**src/rtl/register_file_param.sv**
```systemverilog
// register_file_param: dual-read register file with write bypass, optional zero register, valid bits and a clear sweep
module register_file_param #(
    parameter int DATA_W   = 8,
    parameter int ADDR_W   = 4,
    parameter int ZERO_REG = 0,
    parameter int BYPASS   = 1
) (
    input  logic              clk,
    input  logic              reset,
    input  logic              replaceEn,
    input  logic [DATA_W-1:0] replaceData,
    input  logic [ADDR_W-1:0] replaceSel,
    input  logic [ADDR_W-1:0] A_sel,
    input  logic [ADDR_W-1:0] B_sel,
    input  logic              clearReq,
    output logic [DATA_W-1:0] A,
    output logic [DATA_W-1:0] B,
    output logic              A_valid,
    output logic              B_valid,
    output logic              busy
);
    localparam int DEPTH = 1 << ADDR_W;
    localparam bit ZR    = ZERO_REG != 0;
    localparam bit BP    = BYPASS != 0;

    typedef enum logic {IDLE, CLEAR} state_t;

    state_t                  r_state, w_next;
    logic [ADDR_W-1:0]       r_clr_idx;
    logic [DATA_W-1:0]       r_mem [DEPTH];
    logic [DEPTH-1:0]        r_valid;
    logic                    w_wr_ok, w_wr_eff, w_a_zero, w_b_zero, w_a_fwd, w_b_fwd;

    assign w_wr_ok  = replaceEn && r_state == IDLE && !clearReq && !reset;
    assign w_wr_eff = w_wr_ok && !(ZR && replaceSel == '0);
    assign w_a_zero = ZR && A_sel == '0;
    assign w_b_zero = ZR && B_sel == '0;
    assign w_a_fwd  = BP && w_wr_ok && replaceSel == A_sel;
    assign w_b_fwd  = BP && w_wr_ok && replaceSel == B_sel;

    always_comb begin
        A       = w_a_zero ? '0   : w_a_fwd ? replaceData : r_mem[A_sel];
        A_valid = w_a_zero ? 1'b1 : w_a_fwd ? 1'b1        : r_valid[A_sel];
        B       = w_b_zero ? '0   : w_b_fwd ? replaceData : r_mem[B_sel];
        B_valid = w_b_zero ? 1'b1 : w_b_fwd ? 1'b1        : r_valid[B_sel];
    end

    always_comb begin
        w_next = r_state;
        if (r_state == IDLE && clearReq)
            w_next = CLEAR;
        else if (r_state == CLEAR && r_clr_idx == ADDR_W'(DEPTH - 1))
            w_next = IDLE;
    end

    assign busy = r_state == CLEAR;

    always_ff @(posedge clk) begin
        if (reset) begin
            r_state   <= IDLE;
            r_clr_idx <= '0;
            r_mem     <= '{default: '0};
            r_valid   <= '0;
        end else begin
            r_state <= w_next;
            if (r_state == CLEAR) begin
                r_mem[r_clr_idx]   <= '0;
                r_valid[r_clr_idx] <= 1'b0;
                r_clr_idx          <= r_clr_idx + 1'b1;
            end else if (clearReq) begin
                r_clr_idx <= '0;
            end else if (w_wr_eff) begin
                r_mem[replaceSel]   <= replaceData;
                r_valid[replaceSel] <= 1'b1;
            end
        end
    end
endmodule

```
**config.mk**
```make
export PLATFORM = sky130hd
export DESIGN_NAME = register_file_param
export DESIGN_NICKNAME = d
export VERILOG_FILES = /design/src/rtl/register_file_param.sv
export SDC_FILE = /design/constraint.sdc
export NUM_CORES = 1
export LEC_CHECK = 0
export CAP_MARGIN = 10
export CORE_ASPECT_RATIO = 0.6
export CORE_UTILIZATION = 29
export CTS_BUF_LIST = sky130_fd_sc_hd__clkbuf_4 sky130_fd_sc_hd__clkbuf_8
export DETAILED_ROUTE_END_ITERATION = 12
export GPL_ROUTABILITY_DRIVEN = 0
export PLACE_DENSITY_LB_ADDON = 0.3
export SYNTH_ARGS = -nofsm -noshare
export SYNTH_HDL_FRONTEND = slang
export SYNTH_SLANG_ARGS = --single-unit
```
**constraint.sdc**
```tcl
create_clock -name clk -period 2.6 [get_ports clk]
set_input_delay 0.52 -clock clk [delete_from_list [all_inputs] [get_ports clk]]
set_output_delay 0.52 -clock clk [all_outputs]
set_load 0.02 [all_outputs]
```
==> run summary <==
Worst-Margin Slew - 1.03 ns
Post-synth EDFFs - 0
DR iter-0 viols - 848
CP Class - primary input to output pin
Peak VDD IR - 0.336 mV
Placed instance area - 9850 um2
Via/cell ratio - 5.59
GRT Overall Usage - 0.198
Max Cap Viol - 0
Clock latency on the worst-skew pair - 0.48 ns
Ys flop type - dfxtp_1
Die Wd - 219 um
F_max - 0.351 GHz
Initial Util - 0.296
Initial antenna violation count - 0
#FFs+latches synth - 149
Post-detail-place hpwl - 19900 um
Antenna fix cells - 0
Top post-synthesis cells by area - dfxtp_1 (36%), mux4_2 (20%), a22oi_1 (12%)
Final Slew Violations - 0
Ys async rst share - 0
Yosys warnings - 0
Min-delay worst type - flop to flop
Setup violations, final - 18
DIE AREA - 29000 um2
CTS root buf - clkbuf_8
Sequential power share - 0.461
CP Capture Type - output pin
Cell variety after synth - 41
Worst EP required - 2.08 ns
Sequential cell area fraction in the yosys report - 0.364
Final worst slack - -0.249 ns
Switching share of power - 0.259
Status - finished with violations
Total number of vias - 7037
Crit start category - primary input
Largest net degree at the start of global routing - 88
Syn avg cell area - 10.7 um2
Iteration count of the initial detailed-routing pass - 5
P_int - 0.00370 W
Tcrit/Tclk final - 1.10
Pwr dens - 467 nW/um2
CTS Hold Bufs - 0
Reg2reg setup slack - 0.32 ns
Filler instances - 2705
CP bufs+invs - 6
Cell taking the most area after synthesis - dfxtp_1
Synthesized net count - 796
Switching power - 0.00130 W
Synthesized cell area - 8200 um2
Area share of the leading cell type in the synthesized netlist - 0.364
TritonCTS buffer count - 17
Crit-path leading delay family - buffers and inverters
Post-Syn Instances - 768
Failing checks - setup timing
Clk sink count - 149
Layout cells sized above 1 - 0.342
Slowest stage delay, CP - 0.30 ns
Io pins - 43
Number of nets in the layout - 907
Leak pwr - 3.93 nW
Routed WL - 28300 um
Max clock buf depth - 2
Critical path, cell by cell - buf_6 > bufbuf_16 > buf_4 > xnor2_1 > nand2_4 > nor4_4 > buf_12 > buf_12 > mux2_4 > buf_6
Core Box Area - 27700 um2
CTS tree - yes
Final Hold Viols - 0
DRC errors left - 0
RSZ-0062 raised after global routing - true
Skew final - 0.0163 ns
Combinational share of power - 0.122
Fin Setup TNS - -3.22 ns
I/O Buffers - 42
Fin crit period - 2.85 ns
Worst Path Max Fanout - 6
GR Overflow Total - 0
Relative slew margins - 0.310
Post-route ant nets - 0
Die height - 132 um
Design area - 10700 um2
Vias in the first global route - 6444
Slowest cell on the critical path - mux2_4
First-pass GRT wire length - 42400 um
Wire length per cell - 22.5 um
Num rows - 47
Clock-pin slew on the worst setup and hold paths - 0.08 ns
Crit path DAT - 2.33 ns
H-tree Lvls - 4
Layout area overhead - 30.4%
Power share of the clock group - 0.417
[state kept, by name (all words and copies together), names as in the netlist]
signal,count
busy,1
r_clr_idx,4
r_valid,16
r_mem,128
[through the flow]
stage	util	cells	setup WS [ns]	hold slack, ns	power [W]
2_1_floorplan	-	768	0.0171	0.452	0.00267
3_3_place_gp	0.355	1211	-0.978	0.466	0.00292
3_5_place_dp	0.355	1211	-0.944	0.478	0.00292
4_1_cts	0.380	1256	-0.316	0.478	0.00503
5_1_grt	0.386	1259	-0.341	0.494	0.00516
6_report	0.386	1259	-0.249	0.477	0.00500
[synth_stat cells (all sizes together) (2+ instances only)]
master  number
a32oi        7
buf         29
xnor2        2
nand2       18
mux4        74
inv          7
nor3        17
a22oi      128
mux2i       48
nor2       139
o21bai      11
nand2b       5
or2          3
xor2         7
ha           4
o32a         8
dfxtp      149
and3         5
and2         5
mux2        16
clkbuf      45
a21oi       19
o21ai        9
nor4         2
nor4b        2
[tightest hold or removal path, delay by kind of cell (launching register included)]
kind | cells | cell delay, ns
compound gates | 1 | 0.05
flops | 1 | 0.34
simple gates | 1 | 0.06
[final timing paths]
check                                             start                       to  cells after the start
worst max-delay path                           B_sel[0]                     B[2]                     10
worst min-delay path            r_valid[0]$_SDFFE_PP0P_  r_valid[0]$_SDFFE_PP0P_                      2
worst max register to register        busy$_SDFFE_PP0P_   r_mem[74]$_SDFFE_PP0P_                      6
worst min register to register  r_valid[0]$_SDFFE_PP0P_  r_valid[0]$_SDFFE_PP0P_                      2
[cell type report]
| cell class | count | area, um2 | share of cell area |
|---|---|---|---|
| clock buffer | 21 | 283 | 0.0264 |
| clock inverter | 11 | 173 | 0.0161 |
| inverter | 7 | 26.3 | 0.00246 |
| multi-input combinational | 538 | 4990 | 0.466 |
| sequential | 149 | 2990 | 0.279 |
| tap | 367 | 459 | 0.0429 |
| timing repair buffer | 166 | 1780 | 0.166 |
[power by group through the flow]
| stage | logic, W | registers (W) | clock network, W |
|---|---|---|---|
| after floorplan | 0.000313 | 0.00235 | 0 |
| after global routing | 0.000641 | 0.00230 | 0.00222 |
| after detailed placement | 0.000565 | 0.00236 | 0 |
| after CTS | 0.000597 | 0.00230 | 0.00213 |
| after global placement | 0.000562 | 0.00235 | 0 |
| final | 0.000610 | 0.00230 | 0.00209 |
[repair_timing]
action	CTS	global route
setup buffers	10	3
gates resized for setup	126	40
gates cloned	3	0
setup endpoints to repair	18	18
pin swaps	2	3
[layer usage]
metal | vias up | part of all wire | wire, um | GRT usage
met4 | 0 | 0.017 | 482 | 0.0583
met3 | 32 | 0.066 | 1870 | 0.0404
met1 | 3574 | 0.50 | 14100 | 0.308
met2 | 267 | 0.42 | 11800 | 0.269
li1 | 3164 | - | - | -
met5 | - | 0 | 0 | 0
[cells by family (layout without fill, tap and decap cells)]
logic type | after synthesis | in the layout | share of synthesized area
adder cells (fa/ha/maj) | 4 | 4 | 0.00610
buffers and inverters | 81 | 205 | 0.0444
multiplexers | 138 | 138 | 0.284
AND/OR/NAND/NOR | 203 | 203 | 0.123
AO/OA/AOI/OAI | 184 | 184 | 0.169
XOR/XNOR | 9 | 9 | 0.00961
flip-flops | 149 | 149 | 0.364
[placed cells by master (no fill, tap or decap), types with 5 or more instances in the layout]
cell | netlist | layout
nor3_2 | 6 | 6
buf_12 | 0 | 27
nand2b_1 | 5 | 5
nor2_1 | 139 | 139
a32oi_1 | 7 | 7
buf_4 | 4 | 87
buf_6 | 3 | 27
o21ai_0 | 9 | 9
inv_1 | 7 | 7
and2_1 | 5 | 5
dlygate4sd2_1 | 0 | 9
nor3_1 | 5 | 5
mux2i_1 | 48 | 40
nand2_1 | 18 | 16
mux4_2 | 74 | 74
nor3_4 | 6 | 6
a22oi_1 | 128 | 128
mux2_4 | 0 | 12
dfxtp_2 | 0 | 5
clkdlybuf4s50_1 | 0 | 10
o21bai_1 | 11 | 11
clkbuf_8 | 0 | 20
xor2_1 | 7 | 7
a21oi_1 | 19 | 19
dfxtp_1 | 149 | 144
and3_1 | 5 | 5
Note: power is estimated with default switching activity, not from simulation.
